$ cat src/rtl/pc_gen_pkg.sv
// -----------------------------------------------------------------------------
// pc_gen_pkg
// Shared constants for the fetch-address generator and its BTB:
//   DEF_AW, DEF_RESET_VEC, DEF_BTB_DEPTH : default widths / reset vector / size
//   INSTR_STEP                           : sequential fetch increment (bytes)
//   BRANCH_TAKEN, NO_STOP                : control-level encodings
// Also provides 2-bit saturating counter helpers. These are used only when
// PCGEN_BHT_EN is defined.
// -----------------------------------------------------------------------------
package pc_gen_pkg;

  localparam int          DEF_AW        = 32;
  localparam logic [31:0] DEF_RESET_VEC = 32'h0000_0000;
  localparam int          DEF_BTB_DEPTH = 16;
  localparam int          INSTR_STEP    = 4;

  // Level encodings of the control inputs
  localparam logic BRANCH_TAKEN = 1'b1;
  localparam logic NO_STOP      = 1'b0;

  function automatic logic [1:0] ctr_inc(input logic [1:0] c);
    return (c == 2'b11) ? c : c + 2'b01;
  endfunction

  function automatic logic [1:0] ctr_dec(input logic [1:0] c);
    return (c == 2'b00) ? c : c - 2'b01;
  endfunction

endpackage

$ cat src/rtl/pc_btb.sv
// -----------------------------------------------------------------------------
// pc_btb
// Direct-mapped branch target buffer. Lookup is combinational from registered
// storage, so an update to an index is only visible from the following cycle.
// Optional feature macro: PCGEN_BHT_EN. When it is defined, each entry gets a
// 2-bit saturating counter and a prediction needs counter >= 2.
// Ports:
//   clk, rst      : clock, async active-high reset (clears valid bits/counters)
//   i_lk_en       : lookup enable (fetch PC valid)
//   i_lk_pc       : lookup address
//   o_hit         : predict taken
//   o_target      : predicted target (0 when no hit)
//   i_up_valid    : update strobe
//   i_up_pc       : PC of the resolved instruction
//   i_up_taken    : resolved direction
//   i_up_target   : resolved target (bits [1:0] are not stored)
// -----------------------------------------------------------------------------
module pc_btb
  import pc_gen_pkg::*;
#(
  parameter int AW        = DEF_AW,
  parameter int BTB_DEPTH = DEF_BTB_DEPTH
) (
  input  logic          clk,
  input  logic          rst,
  input  logic          i_lk_en,
  input  logic [AW-1:0] i_lk_pc,
  output logic          o_hit,
  output logic [AW-1:0] o_target,
  input  logic          i_up_valid,
  input  logic [AW-1:0] i_up_pc,
  input  logic          i_up_taken,
  input  logic [AW-1:0] i_up_target
);

  localparam int IDX_W = $clog2(BTB_DEPTH);
  localparam int TAG_W = AW - IDX_W - 2;

  logic [BTB_DEPTH-1:0] r_valid;
  logic [TAG_W-1:0]     r_tag [BTB_DEPTH];
  logic [AW-3:0]        r_tgt [BTB_DEPTH];

  logic [IDX_W-1:0] w_lk_idx;
  logic [TAG_W-1:0] w_lk_tag;
  logic [IDX_W-1:0] w_up_idx;
  logic [TAG_W-1:0] w_up_tag;
  logic             w_up_match;
  logic             w_lk_hit;
  logic             w_unused_bits;

  assign w_lk_idx   = i_lk_pc[IDX_W+1:2];
  assign w_lk_tag   = i_lk_pc[AW-1:IDX_W+2];
  assign w_up_idx   = i_up_pc[IDX_W+1:2];
  assign w_up_tag   = i_up_pc[AW-1:IDX_W+2];
  assign w_up_match = r_valid[w_up_idx] && (r_tag[w_up_idx] == w_up_tag);

  // Byte-offset bits carry no information for word-aligned fetch
  assign w_unused_bits = ^{i_lk_pc[1:0], i_up_pc[1:0], i_up_target[1:0]};

`ifdef PCGEN_BHT_EN
  localparam logic [1:0] CTR_ALLOC = 2'b10;  // weakly taken on allocation
  logic [1:0] r_ctr [BTB_DEPTH];

  assign w_lk_hit = i_lk_en && r_valid[w_lk_idx] &&
                    (r_tag[w_lk_idx] == w_lk_tag) && r_ctr[w_lk_idx][1];
`else
  assign w_lk_hit = i_lk_en && r_valid[w_lk_idx] &&
                    (r_tag[w_lk_idx] == w_lk_tag);
`endif

  assign o_hit    = w_lk_hit;
  assign o_target = w_lk_hit ? {r_tgt[w_lk_idx], 2'b00} : '0;

  always_ff @(posedge clk or posedge rst) begin
    if (rst) begin
      r_valid <= '0;
      for (int i = 0; i < BTB_DEPTH; i++) begin
        r_tag[i] <= '0;
        r_tgt[i] <= '0;
`ifdef PCGEN_BHT_EN
        r_ctr[i] <= '0;
`endif
      end
    end else if (i_up_valid) begin
      if (i_up_taken == BRANCH_TAKEN) begin
        r_valid[w_up_idx] <= 1'b1;
        r_tag[w_up_idx]   <= w_up_tag;
        r_tgt[w_up_idx]   <= i_up_target[AW-1:2];
`ifdef PCGEN_BHT_EN
        // A hit strengthens the entry; a miss replaces it.
        r_ctr[w_up_idx]   <= w_up_match ? ctr_inc(r_ctr[w_up_idx]) : CTR_ALLOC;
`endif
      end else if (w_up_match) begin
`ifdef PCGEN_BHT_EN
        r_ctr[w_up_idx]   <= ctr_dec(r_ctr[w_up_idx]);
`else
        r_valid[w_up_idx] <= 1'b0;
`endif
      end
    end
  end

endmodule

$ cat src/rtl/pc_gen.sv
// -----------------------------------------------------------------------------
// pc_gen
// Fetch-address generator: PC register, next-PC priority mux, flush pulse and
// a direct-mapped BTB (pc_btb). Optional feature macro: PCGEN_BHT_EN (2-bit
// counters in the BTB).
// Handshake: pc_valid/pc_ready is a plain valid/ready pair. The current pc is
// consumed on a clock edge where pc_valid & pc_ready & ~stall. pc is held
// otherwise. An EX redirect replaces pc regardless of the handshake.
// Ports:
//   clk, rst            : clock, async active-high reset
//   stall, pc_ready     : freeze / IF accept
//   ex_redirect/target  : redirect from EX (highest priority)
//   ex_br_*             : BTB update from a resolved control-flow instruction
//   pc, pc_valid        : fetch request to IF
//   pred_taken/target   : combinational BTB prediction for pc
//   flush_o             : registered, one cycle after a redirect is taken
// -----------------------------------------------------------------------------
module pc_gen
  import pc_gen_pkg::*;
#(
  parameter int            AW        = DEF_AW,
  parameter logic [AW-1:0] RESET_VEC = AW'(DEF_RESET_VEC),
  parameter int            BTB_DEPTH = DEF_BTB_DEPTH
) (
  input  logic          clk,
  input  logic          rst,
  input  logic          stall,
  input  logic          pc_ready,
  input  logic          ex_redirect,
  input  logic [AW-1:0] ex_target,
  input  logic          ex_br_valid,
  input  logic [AW-1:0] ex_br_pc,
  input  logic          ex_br_taken,
  input  logic [AW-1:0] ex_br_target,
  output logic [AW-1:0] pc,
  output logic          pc_valid,
  output logic          pred_taken,
  output logic [AW-1:0] pred_target,
  output logic          flush_o
);

  logic [AW-1:0] r_pc;
  logic          r_pc_valid;
  logic          r_flush;

  logic          w_acc;
  logic          w_hit;
  logic [AW-1:0] w_hit_target;
  logic [AW-1:0] w_next_seq;

  pc_btb #(
    .AW        (AW),
    .BTB_DEPTH (BTB_DEPTH)
  ) u_btb (
    .clk         (clk),
    .rst         (rst),
    .i_lk_en     (r_pc_valid),
    .i_lk_pc     (r_pc),
    .o_hit       (w_hit),
    .o_target    (w_hit_target),
    .i_up_valid  (ex_br_valid),
    .i_up_pc     (ex_br_pc),
    .i_up_taken  (ex_br_taken),
    .i_up_target (ex_br_target)
  );

  assign w_acc      = r_pc_valid && pc_ready && (stall == NO_STOP);
  // Adder wraps naturally at 2^AW
  assign w_next_seq = w_hit ? w_hit_target : r_pc + AW'(INSTR_STEP);

  always_ff @(posedge clk or posedge rst) begin
    if (rst) begin
      r_pc       <= RESET_VEC;
      r_pc_valid <= 1'b0;
      r_flush    <= 1'b0;
    end else begin
      // First edge out of reset only raises pc_valid: w_acc is 0 here.
      r_pc_valid <= 1'b1;
      if (ex_redirect) begin
        r_pc    <= ex_target;
        r_flush <= 1'b1;
      end else begin
        r_flush <= 1'b0;
        if (w_acc) begin
          r_pc <= w_next_seq;
        end
      end
    end
  end

  assign pc          = r_pc;
  assign pc_valid    = r_pc_valid;
  assign pred_taken  = w_hit;
  assign pred_target = w_hit_target;
  assign flush_o     = r_flush;

endmodule

$ cat config.mk
export PLATFORM = sky130hd
export DESIGN_NAME = pc_gen
export DESIGN_NICKNAME = d
export VERILOG_FILES = /design/src/rtl/pc_gen_pkg.sv /design/src/rtl/pc_btb.sv /design/src/rtl/pc_gen.sv
export SDC_FILE = /design/constraint.sdc
export NUM_CORES = 2
export LEC_CHECK = 0
export BUFFER_PORTS_ARGS = -buffer_cell sky130_fd_sc_hd__buf_2
export CORE_MARGIN = 3
export CORE_UTILIZATION = 40
export CTS_CLUSTER_SIZE = 10
export DETAILED_ROUTE_END_ITERATION = 8
export GPL_ROUTABILITY_DRIVEN = 1
export PLACE_DENSITY_LB_ADDON = 0.3
export SLEW_MARGIN = 20
export SYNTH_ARGS = -nofsm -noshare
export SYNTH_HDL_FRONTEND = slang
export SYNTH_HIERARCHICAL = 1
export SYNTH_SLANG_ARGS = --single-unit
$ cat constraint.sdc
create_clock -name clk -period 36.5 [get_ports clk]
set_input_delay 3.65 -clock clk [delete_from_list [all_inputs] [get_ports clk]]
set_output_delay 3.65 -clock clk [all_outputs]
set_load 0.01 [all_outputs]
## Word level (Yosys, flattened, before mapping)

Index checks and enable logic that the tools add are counted.

- Multiplexer cells: 28
- Eq/ne operators: 2
- Add/subtract/negate cells: 1
- Reduce and logical (&&, ||, !) cells: 11
- Bitwise logic cells: 6
- $lt $le $gt $ge: 6

Operator list:

| kind | count |
|---|---|
| 480-bit bitwise mux | 1 |
| 416-bit bitwise mux | 1 |
| 26-bit binary-select mux with 4-bit select | 2 |
| 26-bit two-way mux | 5 |
| 32-bit two-way mux | 4 |
| 30-bit binary-select mux with 4-bit select | 1 |
| 30-bit demux with 4-bit select | 1 |
| 26-bit demux with 4-bit select | 1 |
| 30-bit two-way mux | 3 |
| 26-bit == test | 2 |
| 32-bit by 3-bit adder with 32-bit output (second input constant) | 1 |
| 16-bit two-way mux | 2 |
| 16-bit AND | 1 |
| 16-bit inverter | 1 |
| 16-bit OR | 1 |
| 5-bit greater-or-equal comparator (second input constant) | 2 |
| 4-bit by 5-bit less-than comparator with 1-bit output (second input constant) | 2 |
| 4-bit inverter with 5-bit output | 2 |
| 1-bit binary-select mux with 4-bit select | 2 |
| 1-bit logical AND | 7 |
| 5-bit by 1-bit less-than comparator with 1-bit output (second input constant) | 1 |
| 1-bit demux with 4-bit select | 1 |
| 4-bit by 1-bit greater-or-equal comparator with 1-bit output (second input constant) | 1 |
| 1-bit two-way mux | 4 |
| 3 further kinds | 5 |

- Flip-flop bits (word level): 946
- Input port bits: 103

## Longest topological paths before layout

- Depth in word-level cells: 10
- Mapped depth: 21
- Depth with buffers taken out: 13

## Cells and area by module

The synthesis kept the hierarchy.

By module, submodules not included:

| module | times used | area an instance (sq um) | cells each |
|---|---|---|---|
| pc_btb | 1 | 45,746.4 | 2,972 |
| pc_gen | 1 | 2,414.8 | 297 |

## Worst setup path before layout

Ideal clock, no wire load.

- Kind: register to output
- Start: register r_pc[4] (netlist: pc[4])
- End: output port pred_target[19]
- Data arrival time: 3,137 ps
- Path slack: 29,713 ps
- Cell stages (with the launch flop): 11
- Cells stage by stage: dfrtp_1 buf_2 buf_2 buf_4 buf_4 buf_2 buf_2 buf_1 mux4_2 mux4_2 and3_1

- Word-level cells in the longest chain between the ends: 7

RTL lines:

| element | RTL line | source |
|---|---|---|
| start, declared | pc_gen.sv:42 | `logic [AW-1:0] r_pc;` |
| start signal, assigned | pc_gen.sv:80 | `r_pc <= ex_target;` |
| start signal, assigned | pc_gen.sv:85 | `r_pc <= w_next_seq;` |
| 4-bit inverter with 5-bit output (implied by the code) | pc_btb.sv:68, pc_btb.sv:72 |  |
| 26-bit binary-select mux with 4-bit select | pc_btb.sv:68 | `(r_tag[w_lk_idx] == w_lk_tag);` |
| 26-bit two-way mux (implied by the code) (2 in series) | pc_btb.sv:68 |  |
| 26-bit == test | pc_btb.sv:68 |  |
| 1-bit logical AND | pc_btb.sv:67 | `assign w_lk_hit = i_lk_en && r_valid[w_lk_idx] &&` |
| 32-bit two-way mux * | pc_btb.sv:72 | `assign o_target = w_lk_hit ? {r_tgt[w_lk_idx], 2'b00} : '0;` |
| end, declared | pc_gen.sv:38 | `output logic [AW-1:0] pred_target,` |

Mark *: on every way between the ends. The rest lies on a longest branch, timed or not. The select of a mux whose other input is x is not followed.

## Final worst setup path

- Start: register r_pc[3] (netlist: pc[3])
- End: output port pred_taken

- Word-level cells in the longest chain between the ends: 6

RTL lines:

| element | RTL line | source |
|---|---|---|
| 4-bit inverter with 5-bit output (implied by the code) | pc_btb.sv:68 |  |
| 26-bit binary-select mux with 4-bit select | pc_btb.sv:68 |  |
| 26-bit two-way mux (implied by the code) (2 in series) | pc_btb.sv:68 |  |
| 26-bit == test | pc_btb.sv:68 |  |
| 1-bit logical AND * | pc_btb.sv:67 |  |
| end, declared | pc_gen.sv:37 | `output logic pred_taken,` |

Marks and branches as above.

==> results.sh <==
export IMPL_initial_core_util_pct=40.57
export IMPL_final_nets=3391
export IMPL_root_buffer="clkbuf_16"
export IMPL_p_comb_share_pct=21.1
export IMPL_p_switching_w=0.0008208
export IMPL_p_int_w=0.002149
export IMPL_grt_pass1_vias=30483
export IMPL_detailedPlace_worstSlack_ns=27.73
export IMPL_drt_first_pass_iters=5
export IMPL_cts_resized=0
export IMPL_grt_max_degree=167
export IMPL_synth_area_leaders="dfrtp_1 49%, mux2_2 21%, mux4_2 15%"
export IMPL_swShare_pct=27.64
export IMPL_dieArea_um2=124600
export IMPL_final_common_cell="dfrtp_1"
export IMPL_synthMuxAreaShare_pct=39.68
export IMPL_worst_pin_slew_ns=1.130
export IMPL_worst_slack_ns=26.93
export IMPL_syn_instance_count=3269
export IMPL_die_height_um=353.0
export IMPL_min_period_over_period_pct=26.22
export IMPL_grt_pass1_wl_mm=211.3
export IMPL_crit_start="pc[3]"
export IMPL_status="finished, final reports clean"
export IMPL_hold_viol=0
export IMPL_synth_main_ff_cell="dfrtp_1"
export IMPL_synthSimpleGateAreaFrac_pct=3.167
export IMPL_syn_area_um2=48160
export IMPL_finalSetupViolations=0
export IMPL_ys_seq_elements=946
export IMPL_layout_drive_gt1_share_pct=48.97
export IMPL_synth_cell_types=75
export IMPL_hold_buffers=0
export IMPL_seq_power_share_pct=46.9
export IMPL_synth_top_family_by_area="multiplexers"
export IMPL_overflow=0
export IMPL_ir_drop_mv=0.03979
export IMPL_hold_path_depth=1
export IMPL_slew_headroom_pct=24.41
export IMPL_synth_edf_count=0
export IMPL_gp_congestion=0.8429
export IMPL_num_rows=126
export IMPL_p_leak_nw=23.15
export IMPL_antenna_left=0
export IMPL_wl_mm=142.5
export IMPL_drv_cap=0
export IMPL_drc_errors=0
export IMPL_slew_viol_final=0
export IMPL_fp_dieW_um=353.0
export IMPL_async_reset_ff_share_pct=100.0
export IMPL_vias_per_cell=6.092
export IMPL_fin_util_pct=44.79
export IMPL_boundaryPins=170
export IMPL_cp_required_ns=32.85
export IMPL_first_iter_violations=2643
export IMPL_synth_xor_area_share_pct=0.9093
export IMPL_synth_top_area_share_pct=49.15
export IMPL_io_buffers=163
export IMPL_setup_tns_ns=0
export IMPL_worstSetupEndpointType="output port"
export IMPL_clock_skew_ns=0.07243
export IMPL_cts_setup_buffers=0
export IMPL_grt_usage_pct=22.57
export IMPL_clk_pin_slew_ns=0.06
export IMPL_vias=29949
export IMPL_power_density_nw_per_um2=55.86
export IMPL_dp_hpwl_mm=84.77
export IMPL_path_class="reg2out"
export IMPL_worstHoldStart="u_btb/r_tgt[118]"
export IMPL_wl_per_cell_um=28.98
export IMPL_clock_sinks=946
export IMPL_core_area_um2=118700
export IMPL_rsz0062_at_grt="false"
export IMPL_clockBufferDepth=3
export IMPL_antenna_found_initial=19
export IMPL_total_power_w=0.002970
export IMPL_area_growth_pct=10.39
export IMPL_yosysTopAreaCell="dfrtp_1"
export IMPL_synth_fa_ha_area_share_pct=0.02598
export IMPL_max_freq_mhz=104.5
export IMPL_min_period_ns=9.570
export IMPL_r2r_start="pc[3]"
export IMPL_crit_arrival_ns=5.92
export IMPL_clk_latency_ns=0.70
export IMPL_r2r_cells=13
export IMPL_syn_area_per_cell_um2=14.73
export IMPL_cts_buffers=106
export IMPL_hold_class="reg2reg"
export IMPL_h_tree_depth=3
export IMPL_synth_compound_area_share_pct=3.775
export IMPL_worstPathMaxFanout=47
export IMPL_yosysSeqAreaShare_pct=49.15
export IMPL_power_clock_fraction_pct=32.1
export IMPL_critPathLaunchType="flop"
export IMPL_most_common_layout_cells="943 x dfrtp_1, 905 x mux2_2, 329 x mux4_2, 161 x buf_2, 151 x mux2i_1"
export IMPL_cts_tree="built"
export IMPL_yosysWarnings=6
-- sequential cells by signal, summed over array words and instances (netlist names), named ones only --
name	count
flush_o	1
u_btb/r_tgt	480
u_btb/r_tag	416
pc_valid	1
pc	32
-- cells by family (layout without fill, tap and decap cells) --
| logic type | after synthesis | in the layout |
|---|---|---|
| AOI/OAI and AO/OA | 262 | 262 |
| xor gates and xnor gates | 50 | 50 |
| adders and majority gates | 1 | 1 |
| buffers and inverters | 341 | 383 |
| DFF | 946 | 946 |
| muxes | 1385 | 1385 |
| other | 2 | 7 |
| and+or+nand+nor | 282 | 282 |
-- routing by layer --
layer / track usage [%] / wire length [um] / up-vias
li1: - / - / 12419
met1: 31.98 / 62260 / 16190
met2: 34.92 / 65540 / 1070
met3: 5.428 / 10790 / 260
met4: 5.848 / 3805 / 10
met5: 0 / 57 / -
-- through the flow --
step	cell area, um2	hold slack (ns)	instances
finish	53170	0.4991	4916
CTS	53160	0.5024	4912
global placement	50230	0.4824	4779
floorplan	48160	0.4609	3270
global route	53160	0.5062	4912
detailed placement	50230	0.4889	4779
-- synthesized netlist by cell type, types with 9 or more instances --
| master | count |
|---|---|
| o21ai_1 | 9 |
| mux4_2 | 329 |
| dfrtp_1 | 946 |
| nand3_1 | 25 |
| a21oi_1 | 39 |
| o21ai_0 | 40 |
| inv_1 | 19 |
| nand4_1 | 15 |
| buf_2 | 61 |
| xor2_1 | 32 |
| nor2_1 | 52 |
| buf_1 | 60 |
| buf_4 | 32 |
| and4_1 | 9 |
| a31oi_1 | 21 |
| mux2_2 | 905 |
| nand2b_1 | 11 |
| nand2_1 | 66 |
| mux2i_1 | 151 |
| clkbuf_1 | 152 |
| a22oi_1 | 58 |
| buf_6 | 13 |
| and3_1 | 45 |
| nor2b_1 | 12 |
| o22ai_1 | 11 |
| xnor2_1 | 18 |
-- cell type report --
class	count	area (um2)
fill	10599	65540
sequential	946	23680
multi-input combinational	1983	23070
clock buffer	129	2821
tap	1600	2002
timing repair buffer	228	1379
clock inverter	4	106.4
inverter	22	92.59
antenna	4	10.01
-- path summary, 6_finish.rpt --
kind	slack, ns	endpoint
worst max-delay path	26.93	pred_taken
worst min-delay path	0.50	u_btb/r_tgt[118]
worst max register to register	29.76	pc[21]
worst min register to register	0.50	u_btb/r_tgt[118]
max in group asynchronous	30.93	u_btb/r_tag[81]
min in group asynchronous	3.16	pc[1]
-- critical path: stages (launching register included) --
cell and delay, ns:
dfrtp_4 1.02, buf_4 0.83, mux4_2 0.44, mux4_2 0.55
xor2_1 0.18, or4_1 0.70, nor3_4 0.21, buf_4 0.42
and2_1 0.19, buf_4 0.36, buf_2 0.22
-- power groups by stage --
stage               sequential [W]  combinational (W)  clock (W)
floorplan                  0.00136           0.000496          0
global placement           0.00140           0.000616          0
detailed placement         0.00140           0.000627          0
CTS                        0.00139           0.000629   0.000975
global route               0.00141           0.000672    0.00102
finish                     0.00139           0.000626   0.000952
(Power assumes the default switching activity.)
